## config.mk

```make
export PLATFORM = sky130hd
export DESIGN_NAME = led_status_scheduler
export DESIGN_NICKNAME = d
export VERILOG_FILES = /design/src/rtl/led_status_scheduler_pkg.sv /design/src/rtl/ms_tick_gen.sv /design/src/rtl/led_status_scheduler.sv
export SDC_FILE = /design/constraint.sdc
export NUM_CORES = 1
export LEC_CHECK = 0
export CAP_MARGIN = 10
export CORE_AREA = 8 8 82 84
export CTS_CLUSTER_DIAMETER = 150
export DETAILED_ROUTE_END_ITERATION = 12
export DIE_AREA = 0 0 90 92
export GPL_TIMING_DRIVEN = 0
export HOLD_SLACK_MARGIN = 0.15
export MAX_ROUTING_LAYER = met4
export PLACE_DENSITY = 0.76
export SLEW_MARGIN = 10
export SYNTH_ARGS = -nofsm -noshare
export SYNTH_HDL_FRONTEND = slang
export SYNTH_SLANG_ARGS = --single-unit
```

## constraint.sdc

```tcl
create_clock -name clock -period 2.4 [get_ports clock]
set_input_delay 0.6 -clock clock [delete_from_list [all_inputs] [get_ports clock]]
set_output_delay 0.6 -clock clock [all_outputs]
set_load 0.01 [all_outputs]
```

## src/rtl/led_status_scheduler_pkg.sv

```systemverilog
// Shared definitions for the status LED scheduler: error FSM encoding,
// error-code width and default millisecond timing constants.
package led_status_scheduler_pkg;

  typedef enum logic [1:0] {
    ST_IDLE = 2'd0,
    ST_ON   = 2'd1,
    ST_OFF  = 2'd2,
    ST_GAP  = 2'd3
  } err_state_e;

  localparam int unsigned ERR_CODE_W = 4;

  localparam int unsigned DEF_TICK_DIV = 50_000;
  localparam int unsigned DEF_HOLD_MS  = 100;
  localparam int unsigned DEF_ON_MS    = 150;
  localparam int unsigned DEF_OFF_MS   = 150;
  localparam int unsigned DEF_GAP_MS   = 600;
  localparam int unsigned DEF_BOOT_MS  = 500;

  // Largest of three values, used to size the shared blink timer.
  function automatic int unsigned max3(input int unsigned a, input int unsigned b,
                                       input int unsigned c);
    int unsigned m;
    m = a;
    if (b > m) m = b;
    if (c > m) m = c;
    return m;
  endfunction

endpackage

```

## src/rtl/ms_tick_gen.sv

```systemverilog
// Millisecond tick generator: divider counts 0..TICK_DIV-1 and flags the
// last count for one cycle before wrapping.
// Ports: clock, reset (async, active-high), tick (one cycle per TICK_DIV clocks).
module ms_tick_gen #(
  parameter int unsigned TICK_DIV = 50_000
) (
  input  logic clock,
  input  logic reset,
  output logic tick
);

  localparam int unsigned DIV_W = (TICK_DIV > 1) ? $clog2(TICK_DIV) : 1;
  localparam logic [DIV_W-1:0] DIV_LAST = DIV_W'(TICK_DIV - 1);

  logic [DIV_W-1:0] div_q;

  // Free-running divider
  always_ff @(posedge clock or posedge reset) begin
    if (reset) begin
      div_q <= '0;
    end else if (div_q == DIV_LAST) begin
      div_q <= '0;
    end else begin
      div_q <= div_q + DIV_W'(1);
    end
  end

  // Decode of the registered count; no extra latency relative to the divider.
  assign tick = (div_q == DIV_LAST);

endmodule

```

## src/rtl/led_status_scheduler.sv

```systemverilog
// Status LED scheduler: shares one red/green LED between clip indication,
// blink-coded error reports and a bootloader heartbeat, fixed priority.
// Ports: clock, reset (async, active-high); clip_in, boot_mode, err_req,
// err_code[3:0] in; err_ack (1-cycle), busy, led_red, led_green out (registered).
module led_status_scheduler
  import led_status_scheduler_pkg::*;
#(
  parameter int unsigned TICK_DIV = DEF_TICK_DIV,
  parameter int unsigned HOLD_MS  = DEF_HOLD_MS,
  parameter int unsigned ON_MS    = DEF_ON_MS,
  parameter int unsigned OFF_MS   = DEF_OFF_MS,
  parameter int unsigned GAP_MS   = DEF_GAP_MS,
  parameter int unsigned BOOT_MS  = DEF_BOOT_MS
) (
  input  logic                  clock,
  input  logic                  reset,
  input  logic                  clip_in,
  input  logic                  boot_mode,
  input  logic                  err_req,
  input  logic [ERR_CODE_W-1:0] err_code,
  output logic                  err_ack,
  output logic                  busy,
  output logic                  led_red,
  output logic                  led_green
);

  localparam int unsigned TMR_W  = $clog2(max3(ON_MS, OFF_MS, GAP_MS) + 1);
  localparam int unsigned HOLD_W = $clog2(HOLD_MS + 1);
  localparam int unsigned BOOT_W = $clog2(BOOT_MS + 1);

  localparam logic [TMR_W-1:0]  ON_LD     = TMR_W'(ON_MS);
  localparam logic [TMR_W-1:0]  OFF_LD    = TMR_W'(OFF_MS);
  localparam logic [TMR_W-1:0]  GAP_LD    = TMR_W'(GAP_MS);
  localparam logic [HOLD_W-1:0] HOLD_LD   = HOLD_W'(HOLD_MS);
  localparam logic [BOOT_W-1:0] BOOT_LAST = BOOT_W'(BOOT_MS - 1);

  logic tick;

  err_state_e            state_q, state_d;
  logic [TMR_W-1:0]      timer_q, timer_d;
  logic [ERR_CODE_W-1:0] cnt_q, cnt_d;
  logic [HOLD_W-1:0]     hold_q, hold_d;
  logic [BOOT_W-1:0]     boot_cnt_q, boot_cnt_d;
  logic                  boot_flag_q, boot_flag_d;
  logic                  timer_expire;
  logic                  ack_d, busy_d, red_d, green_d;

  ms_tick_gen #(
    .TICK_DIV (TICK_DIV)
  ) u_tick (
    .clock (clock),
    .reset (reset),
    .tick  (tick)
  );

  // State and output registers
  always_ff @(posedge clock or posedge reset) begin
    if (reset) begin
      state_q     <= ST_IDLE;
      timer_q     <= '0;
      cnt_q       <= '0;
      hold_q      <= '0;
      boot_cnt_q  <= '0;
      boot_flag_q <= 1'b0;
      err_ack     <= 1'b0;
      busy        <= 1'b0;
      led_red     <= 1'b0;
      led_green   <= 1'b0;
    end else begin
      state_q     <= state_d;
      timer_q     <= timer_d;
      cnt_q       <= cnt_d;
      hold_q      <= hold_d;
      boot_cnt_q  <= boot_cnt_d;
      boot_flag_q <= boot_flag_d;
      err_ack     <= ack_d;
      busy        <= busy_d;
      led_red     <= red_d;
      led_green   <= green_d;
    end
  end

  // Next-state for error FSM, clip hold, heartbeat and LED priority mux
  always_comb begin
    state_d      = state_q;
    timer_d      = timer_q;
    cnt_d        = cnt_q;
    hold_d       = hold_q;
    boot_cnt_d   = boot_cnt_q;
    boot_flag_d  = boot_flag_q;
    ack_d        = 1'b0;
    red_d        = 1'b0;
    green_d      = 1'b0;
    timer_expire = tick && (timer_q == TMR_W'(1));

    if (tick && (timer_q != '0)) begin
      timer_d = timer_q - TMR_W'(1);
    end

    // The registered ack gates acceptance so a request still held during
    // the ack cycle is not acknowledged twice.
    case (state_q)
      ST_IDLE: begin
        if (err_req && !err_ack) begin
          ack_d = 1'b1;
          if (err_code != '0) begin
            cnt_d   = err_code;
            timer_d = ON_LD;
            state_d = ST_ON;
          end
        end
      end
      ST_ON: begin
        if (timer_expire) begin
          timer_d = OFF_LD;
          cnt_d   = (cnt_q != '0) ? cnt_q - ERR_CODE_W'(1) : '0;
          state_d = ST_OFF;
        end
      end
      ST_OFF: begin
        if (timer_expire) begin
          if (cnt_q != '0) begin
            timer_d = ON_LD;
            state_d = ST_ON;
          end else begin
            timer_d = GAP_LD;
            state_d = ST_GAP;
          end
        end
      end
      ST_GAP: begin
        if (timer_expire) begin
          state_d = ST_IDLE;
        end
      end
      default: state_d = ST_IDLE;
    endcase

    // Retriggerable clip stretch
    if (clip_in) begin
      hold_d = HOLD_LD;
    end else if (tick && (hold_q != '0)) begin
      hold_d = hold_q - HOLD_W'(1);
    end

    // Heartbeat runs only in boot mode and restarts from phase 0 on entry
    if (!boot_mode) begin
      boot_cnt_d  = '0;
      boot_flag_d = 1'b0;
    end else if (tick) begin
      if (boot_cnt_q == BOOT_LAST) begin
        boot_cnt_d  = '0;
        boot_flag_d = !boot_flag_q;
      end else begin
        boot_cnt_d = boot_cnt_q + BOOT_W'(1);
      end
    end

    busy_d = (state_d != ST_IDLE);

    // Priority mux on next-state values gives one cycle input-to-pin latency
    if (hold_d != '0) begin
      red_d = 1'b1;
    end else begin
      case (state_d)
        ST_ON:   red_d   = 1'b1;
        ST_IDLE: green_d = boot_mode ? boot_flag_d : 1'b1;
        default: begin
          red_d   = 1'b0;
          green_d = 1'b0;
        end
      endcase
    end
  end

endmodule
```

### Word level (Yosys, flattened, before mapping)

Cells that the tools add are included.

* register bits: 53
* input port bits: 9
* output and inout port bits: 4
* word-level logic and storage cells: 78

* add/sub/neg operators: 5
* equality and inequality tests: 11
* muxes and demuxes: 35
* reductions and logical operators: 16

Operators with widths (number)
* 10-bit two-way mux: 6
* 10-bit one-hot mux with 3 select lines: 1
* 9-bit two-way mux: 3
* 16-bit by 1-bit adder with 16-bit output, second input constant: 1
* 16-bit == test, second input constant: 1
* 16-bit two-way mux: 1
* 4-bit two-way mux: 4
* 7-bit two-way mux: 2
* 7-bit nonzero test: 2
* 2-bit two-way mux: 6
* 10-bit by 1-bit == test with 1-bit output, second input constant: 1
* 1-bit two-way mux: 10
* 10-bit nonzero test: 1
* 10-bit by 1-bit subtractor with 10-bit output, second input constant: 1
* 9-bit by 1-bit adder with 9-bit output, second input constant: 1
* 9-bit == test, second input constant: 1
* 2-bit one-hot mux with 4 select lines: 1
* 4-bit one-hot mux with 2 select lines: 1
* 4-bit nonzero test: 2
* 7-bit by 1-bit subtractor with 7-bit output, second input constant: 1
* 2-bit inequality test, second input constant: 3
* 2-bit by 1-bit == test with 1-bit output, second input constant: 2
* 2-bit == test, second input constant: 2
* 1-bit logical AND: 4
* 6 further kinds: 9

### Logic depth before layout (Yosys ltp)

Gate-level depths: netlist of the first run.

* depth after elaboration: 7
* gate-level depth with buffers: 8
* depth with buffers taken out: 8

### Cells and area by module

From an unflattened synthesis of the first run, not the netlist that was laid out.

* cells, all modules: 294
* area, all modules: 2864.0 um^2

By module, submodules not included
* led_status_scheduler: instances 1, cells each 226, area an instance 2107.0 um^2, seq. area each 925.9 um^2
* ms_tick_gen: instances 1, cells each 68, area an instance 757.0 um^2, seq. area each 400.4 um^2

### Worst setup path after synthesis of the first run

Ideal clock, no wire load.

* path type: flip-flop to flip-flop
* start: reg hold_q[0]
* end: reg led_green
* library setup time: 0.121 ns
* arrival time: 2.329 ns
* data required time: 2.279 ns
* setup slack: -0.050 ns
* cell stages (with the launch flop): 8
* path buffers: 0
* clock period less this slack: 2.450 ns
* path through: dfrtp_1 > clkinv_1 > ha_1 > or4b_2 > o31ai_1 > mux2_2 > nor3b_2 > and4b_1

* cells in the longest elaborated chain, start to end: 6
* elaborated cells between the ends (all ways): 7
* those cells by class: add/sub (1); mux (3); reduce/logical (3)

Ends and longest elaborated chain
* start, declared: RTL line led_status_scheduler.sv:42 `logic [HOLD_W-1:0] hold_q, hold_d;`
* start signal, assigned: RTL line led_status_scheduler.sv:73 `hold_q <= hold_d;`
* parallel branches: the longest is 2 deep, another holds 7-bit by 1-bit subtractor with 7-bit output
* 7-bit two-way mux *: RTL line led_status_scheduler.sv:142 `end else if (tick && (hold_q != '0)) begin`
* 7-bit two-way mux *: RTL line led_status_scheduler.sv:140 `if (clip_in) begin`
* 7-bit nonzero test *: RTL line led_status_scheduler.sv:162 `if (hold_d != '0) begin`
* 1-bit two-way mux *: RTL line led_status_scheduler.sv:162
* net green_d: RTL line led_status_scheduler.sv:46 `logic ack_d, busy_d, red_d, green_d;`
* end signal, assigned: RTL line led_status_scheduler.sv:79 `led_green <= green_d;`
* end, declared: RTL line led_status_scheduler.sv:24 `output logic led_green`

Mark *: on every way through the listed nets, which the timed path passes.
A chain may end at the register's enable or synchronous reset.

### Final worst setup path of the first run

* start: reg u_tick.div_q[11]
* end: reg led_green

* elaborated cells between the ends (all ways): 16
* those cells by class: eq/ne (1); mux (11); reduce/logical (4)

RTL lines
* start, declared: RTL line ms_tick_gen.sv:15 `logic [DIV_W-1:0] div_q;`
* start signal, assigned: RTL line ms_tick_gen.sv:24 `div_q <= div_q + DIV_W'(1);`
* 16-bit == test: RTL line ms_tick_gen.sv:29 `assign tick = (div_q == DIV_LAST);`
* 1-bit logical AND: RTL line led_status_scheduler.sv:142
* 7-bit two-way mux: RTL line led_status_scheduler.sv:142
* 7-bit two-way mux: RTL line led_status_scheduler.sv:140
* net hold_d[5]: RTL line led_status_scheduler.sv:42
* 7-bit nonzero test: RTL line led_status_scheduler.sv:162
* 1-bit two-way mux: RTL line led_status_scheduler.sv:162
* net green_d: RTL line led_status_scheduler.sv:46

The timed path passes the listed nets, and every way through them passes these cells.

==> flow_summary.json, run 1 <==
{
  "seq_area_um2": 1330,
  "numCtsBuffers": 5,
  "grt_pass1_vias": 2193,
  "synth_edf_count": 0,
  "cp-start-kind": "flop",
  "fmax_mhz": 427,
  "cts_num_sinks": 53,
  "ff2ff_setup_slack_ps": 60,
  "drive_gt1_share_pct": 15.8,
  "drtIter0Drc": 87,
  "grt_pass1_wl_um": 9960,
  "wirelength_um": 5970,
  "synth.area.top_cells": "dfrtp_1, nor2_1, xnor2_1",
  "antenna_found_initial": 0,
  "place_congestion": 0.877,
  "slowest_delay_ps": 580,
  "maxCapViolCount": 0,
  "whs_path_depth": 1,
  "cp-end-kind": "flop",
  "hold_viol": 0,
  "numPortBuffers": 12,
  "status": "finished, final reports clean",
  "tightest_slew_ps": 466,
  "start_util_pct": 53.2,
  "final_area_um2": 3390,
  "grt_max_degree": 39,
  "clock_path_buffers": 2,
  "synth.top_cell.area_share_pct": 46.1,
  "num_rows": 27,
  "ys_seq_area_share_pct": 46.1,
  "hp-class": "flop to flop",
  "async_flop_share_pct": 100,
  "worstSetupPathType": "flop to flop",
  "clkTransAtPathRegs_ps": 100,
  "multi_input_area_um2": 1510,
  "synth_flop_cell": "dfrtp_1",
  "clock_latency_ps": 310,
  "synth.cell_area_um2": 2880,
  "nNetsFinal": 343,
  "cellLeakagePower_nw": 1.50,
  "cpMaxStageDelayCell": "or4b_4",
  "crit_buf_inv": 1,
  "min_from": "u_tick.div_q[0]",
  "holdPathEnd": "u_tick.div_q[0]",
  "first_pass_iters": 4,
  "die_area_um2": 8280,
  "placed_cells": 381,
  "antenna_cells": 0,
  "r2r_cells": 7,
  "arrival_ps": 2550,
  "ant_nets": 0,
  "r2r-start": "u_tick.div_q[11]",
  "cp_top_family": "simple AND/OR/NAND/NOR gates",
  "peakVddDrop_uv": 314,
  "fin_worst_skew_ps": 11.3,
  "h-tree-depth": 2,
  "relSlewSlack_pct": 68.8,
  "ys_types": 60,
  "area_growth_pct": 17.8,
  "nFillCells": 457,
  "power_density_nw_per_um2": 480,
  "setup_viol": 0,
  "wl_per_cell_um": 14.9,
  "drc_errors": 0,
  "worstPathMaxFanout": 7,
  "rsz0062_at_grt": "yes",
  "cts_tree": "done",
  "finalCriticalPeriod_ps": 2340,
  "syn_inst": 296,
  "r2r_end": "led_green",
  "core_area_um2": 5410,
  "synth_fp_nets": 311,
  "cts_root_buffer": "clkbuf_8",
  "critPathRequiredTime_ps": 2610,
  "vias_per_cell": 5.65,
  "vias": 2267,
  "drv_slew": 0,
  "synth_warnings": 0,
  "path_cells": "or4b_4, or4_4, buf_6, or3_4, nand3_2, nor3b_2, and4b_1",
  "fin_cells": 401,
  "dpl.hpwl_um": 4030,
  "overflow": 0,
  "io_pins": 13,
  "holdBufCountCts": 0,
  "die_w_um": 90,
  "finalCritPeriodShare_pct": 97.6,
  "synth_area_per_cell_um2": 9.72,
  "ys_seq_elements": 53,
  "grt_usage_pct": 14.8,
  "placed_area_um2": 3110,
  "dieHeight_um": 92,
  "yosysTopAreaCell": "dfrtp_1"
}
==> synth_stat cells, types with 2 or more instances <==
master and instances:
nand2b_1 5, xnor2_1 15, a211oi_1 2, buf_2 2, or4_1 6, nand4_1 8, nand3b_1 2, o311ai_0 2
and2_1 5, ha_1 6, xor2_1 13, nor4_1 7, nor3_1 8, mux2_2 3, nand3_1 16, buf_6 2
nand2_1 11, and3_1 10, a21oi_1 12, o21a_1 2, a22o_1 2, a211o_1 2, a21o_1 2, o21ai_0 9
a31oi_1 2, nor2b_1 4, inv_1 14, clkbuf_1 2, dfrtp_1 53, nor2_1 38, or3_1 2
==> state kept, by name, indices dropped and copies added, names as in the netlist <==
name / flops
boot_cnt_q: 9
boot_flag_q: 1
busy: 1
cnt_q: 4
err_ack: 1
hold_q: 7
led_green: 1
led_red: 1
state_q: 2
timer_q: 10
u_tick.div_q: 16
==> layout by cell type (no fill, tap or decap), types with 4 or more instances in the layout <==
cell	instances
ha_1	5
nor2_1	37
nand3_1	16
clkbuf_8	6
and2_1	5
xnor2_1	15
nand4_1	8
nand2_1	11
nor3_1	8
nor2b_1	4
and3_1	10
nand2b_1	5
o21ai_0	9
a21oi_1	10
buf_4	13
clkdlybuf4s50_1	12
nor4_1	6
inv_1	13
xor2_1	13
dfrtp_1	53
or4_1	5
==> how the worst max path moves through the flow <==
| stage | cells past startpoint | startpoint | endpoint |
|---|---|---|---|
| final | 7 | u_tick.div_q[11] | led_green |
| after global routing | 7 | u_tick.div_q[11] | led_green |
| after CTS | 6 | u_tick.div_q[12] | led_green |
| after detailed placement | 6 | err_code[0] | timer_q[7] |
| after global placement | 2 | reset | u_tick.div_q[3] |
| after floorplan | 7 | hold_q[0] | led_green |
==> cells by family after synthesis <==
group | Yosys count | synth area share (%)
AND/OR/NAND/NOR | 137 | 27.1
adder cells (fa/ha/maj) | 6 | 2.61
AO/OA/AOI/OAI | 46 | 10.6
flip-flops | 53 | 46.1
buffers and inverters | 22 | 3.61
multiplexers | 4 | 1.52
XOR/XNOR | 28 | 8.53
==> metrics by stage <==
stage / power (W) / setup WS, ps / hold WS, ps / utilization (%) / setup TNS [ps]
2_1_floorplan: 0.000980 / 27.5 / 425 / - / 0
3_3_place_gp: 0.00101 / -490 / 446 / 57.2 / -29140
3_5_place_dp: 0.00102 / -493 / 464 / 57.6 / -3710
4_1_cts: 0.00164 / 8.68 / 477 / 60.7 / 0
5_1_grt: 0.00169 / -5.98 / 504 / 62.7 / -5.98
6_report: 0.00163 / 58.8 / 479 / 62.7 / 0
==> metal layers <==
metal  wire (um)  track usage (%)  vias up
met5           0                -        -
met3         154             2.77       16
met4         137             5.83        0
met2        2910             25.0       37
li1            -                -     1121
met1        2770             17.2     1093
==> cell type report <==
type                       count  share of cell area [%]
tap                           72                    2.66
clock inverter                 1                   0.886
sequential                    53                    39.1
clock buffer                   7                    2.55
timing repair buffer          25                    6.79
buffer                         7                    1.59
multi-input combinational    221                    44.6
inverter                      15                    1.77
==> report_power, final <==
| group | switching [W] | internal [W] | leakage, nW |
|---|---|---|---|
| Clock | 0.000288 | 0.000340 | 0.0585 |
| Combinational | 0.0000434 | 0.0000319 | 0.782 |
| Sequential | 0.0000152 | 0.000907 | 0.657 |
==> repair_timing <==
action | CTS | global route
gates cloned | 0 | 0
pin swaps | 2 | 6
setup endpoints to repair | 14 | 11
resized for setup | 4 | 13
setup buffers | 4 | 8
hold endpoints to repair | 0 | 0
No activity file was read; power rests on OpenSTA's default activity.
==> inputs of run 2 (changes only) <==
--- a/config.mk
+++ b/config.mk
@@ -6,10 +6,10 @@
 export NUM_CORES = 1
 export LEC_CHECK = 0
 export CAP_MARGIN = 10
-export CORE_AREA = 8 8 82 84
+export CORE_AREA = 2 2 76 78
 export CTS_CLUSTER_DIAMETER = 150
 export DETAILED_ROUTE_END_ITERATION = 12
-export DIE_AREA = 0 0 90 92
+export DIE_AREA = 0 0 78 80
 export GPL_TIMING_DRIVEN = 0
 export HOLD_SLACK_MARGIN = 0.15
 export MAX_ROUTING_LAYER = met4
==> run 2 against run 1 <==
  * The flow now finishes with violations (setup timing)
  * Core utilization decreased by 0.97 points
  * Critical endpoint unchanged
  * Fmax decreased by 2.6%
  * Global-route usage increased by 5.0 points
  * Register-to-register slack got worse by 60 ps
  * Largest cell class unchanged
  * Critical path depth unchanged
  * Clock skew decreased by 3.5 ps
  * Hold slack got worse by 7.1 ps
  * Cell count decreased by 0.75%
  * Combinational power increased by 0.8%
  * Wire length decreased by 6.3%
==> flow_summary.json, run 2 (synthesized netlist as in run 1, its figures left out) <==
{
  "finalCritPeriodShare_pct": 100,
  "cts_root_buffer": "clkbuf_8",
  "worstSetupPathType": "flop to flop",
  "r2r_cells": 7,
  "numPortBuffers": 12,
  "h-tree-depth": 2,
  "cellLeakagePower_nw": 1.46,
  "final_common_cell": "dfrtp_1",
  "grt_pass1_vias": 2199,
  "arrival_ps": 2590,
  "pwr-share-seq_pct": 62.6,
  "min_from": "u_tick.div_q[0]",
  "hp-class": "flop to flop",
  "ant_nets": 0,
  "nNetsFinal": 340,
  "setup_viol": 1,
  "holdPathEnd": "u_tick.div_q[0]",
  "numCtsBuffers": 5,
  "placed_area_um2": 3120,
  "fmax_mhz": 416,
  "final_area_um2": 3340,
  "clock_latency_ps": 300,
  "slowest_delay_ps": 510,
  "p_switching_w": 0.000327,
  "relSlewSlack_pct": 53.5,
  "drtIter0Drc": 84,
  "antenna_cells": 0,
  "cp-end-kind": "flop",
  "vias": 2251,
  "final_cell_mix": "dfrtp_1, nor2_1, nand3_1, xnor2_1",
  "p_sw_share_pct": 22.2,
  "crit_buf_inv": 1,
  "drv_slew": 0,
  "fin_ws_ps": -4.83,
  "drive_gt1_share_pct": 14.1,
  "clock_path_buffers": 2,
  "ff2ff_setup_slack_ps": -5,
  "power_frac_clock_pct": 32.3,
  "reg_top3": "u_tick.div_q (16), timer_q (10), boot_cnt_q (9)",
  "failed_checks": "setup timing",
  "clkTransAtPathRegs_ps": 90,
  "fin_worst_skew_ps": 7.83,
  "dieHeight_um": 80,
  "m1WireLength_um": 2660,
  "antenna_found_initial": 0,
  "cts_num_sinks": 53,
  "wl_per_cell_um": 14.0,
  "largest_reg_flops": 16,
  "wl_met2_um": 2700,
  "die_area_um2": 6240,
  "grt_max_degree": 32,
  "peakVddDrop_uv": 242,
  "dpl.hpwl_um": 3840,
  "grt_pass1_wl_um": 9620,
  "top_layer": "met4",
  "whs_path_depth": 1,
  "io_pins": 13,
  "place_congestion": 0.886,
  "die_w_um": 78,
  "r2r_end": "led_green",
  "wl_met3_um": 192,
  "worstPathMaxFanout": 7,
  "core_area_um2": 5410,
  "overflow": 0,
  "internal_power_w": 0.00115,
  "hold_viol": 0,
  "drc_errors": 0,
  "start_util_pct": 53.2,
  "vias_per_cell": 5.66,
  "tightest_slew_ps": 697,
  "power_density_nw_per_um2": 442,
  "cp-start-kind": "flop",
  "largest_register": "u_tick.div_q",
  "r2r-start": "hold_q[0]",
  "finalCriticalPeriod_ps": 2400,
  "dp_slack_ps": -439,
  "maxCapViolCount": 0,
  "path_cells": "clkinvlp_4, ha_1, or4b_4, o31ai_4, mux2_2, nor3b_2, and4b_1",
  "area_growth_pct": 16.0,
  "critPathRequiredTime_ps": 2590,
  "cpMaxStageDelayCell": "or4b_4",
  "grt_usage_pct": 19.8,
  "num_rows": 27,
  "first_pass_iters": 5,
  "rsz0062_at_grt": "yes",
  "cts_tree": "done",
  "wirelength_um": 5590,
  "cp_top_family": "simple AND/OR/NAND/NOR gates",
  "comb_power_share_pct": 5.1,
  "status": "finished, violations left"
}
run 2: cell types whose count changed in the layout (fill, tap and decap cells not counted), sizes merged:
cell    previous run  this run
clkbuf             9        10
buf               18        15
bufinv             1         0
run 2: worst max-delay path by stage:
stage / start / endpoint / slack [ps] / cells after the start
after CTS: u_tick.div_q[11] / led_green / 2 / 7
after detailed placement: err_code[0] / timer_q[7] / -440 / 6
final: hold_q[0] / led_green / -5 / 7
after global routing: u_tick.div_q[11] / led_green / -60 / 6
after global placement: reset / u_tick.div_q[3] / -500 / 2
after floorplan: hold_q[0] / led_green / 30 / 7
run 2: worst register-to-register path: stages (launching register included):
cell and delay [ps]:
dfrtp_1 440, clkinvlp_4 150, ha_1 210, or4b_4 510, o31ai_4 260, mux2_2 370
nor3b_2 160, and4b_1 190
run 2: metrics by stage:
stage	TNS [ps]	hold WS, ps	utilization (%)	total power [W]	std cells
2_1_floorplan	0	425	-	0.000980	296
3_3_place_gp	-29770	445	57.2	0.00101	380
3_5_place_dp	-3550	471	57.7	0.00102	381
4_1_cts	0	483	60.2	0.00149	393
5_1_grt	-58.0	508	61.7	0.00155	398
6_report	-4.83	472	61.7	0.00148	398
run 2: final cells by class:
cell class | instances | area, um^2
fill | 446 | 2070
timing repair buffer | 22 | 215
tap | 72 | 90.1
multi-input combinational | 221 | 1510
clock buffer | 8 | 80.1
sequential | 53 | 1330
buffer | 7 | 53.8
inverter | 15 | 60.1
run 2: power by group through the flow:
stage / clock (W) / combinational [W] / sequential, W
after floorplan: 0 / 0.0000443 / 0.000936
after global placement: 0 / 0.0000697 / 0.000939
after detailed placement: 0 / 0.0000772 / 0.000940
after CTS: 0.000494 / 0.0000776 / 0.000922
after global routing: 0.000537 / 0.0000880 / 0.000925
final: 0.000476 / 0.0000759 / 0.000923
run 2: repair_timing:
action,4_1_cts,5_1_grt
hold buffers,0,0
buffers inserted,4,5
pin swaps,2,5
endpoints found under the setup margin,13,10
resized for setup,4,12
run 2: routing by layer:
metal	vias up	track usage, %
met5	-	-
met1	1094	24.1
met4	0	7.37
met2	39	32.9
met3	2	4.19
li1	1116	-
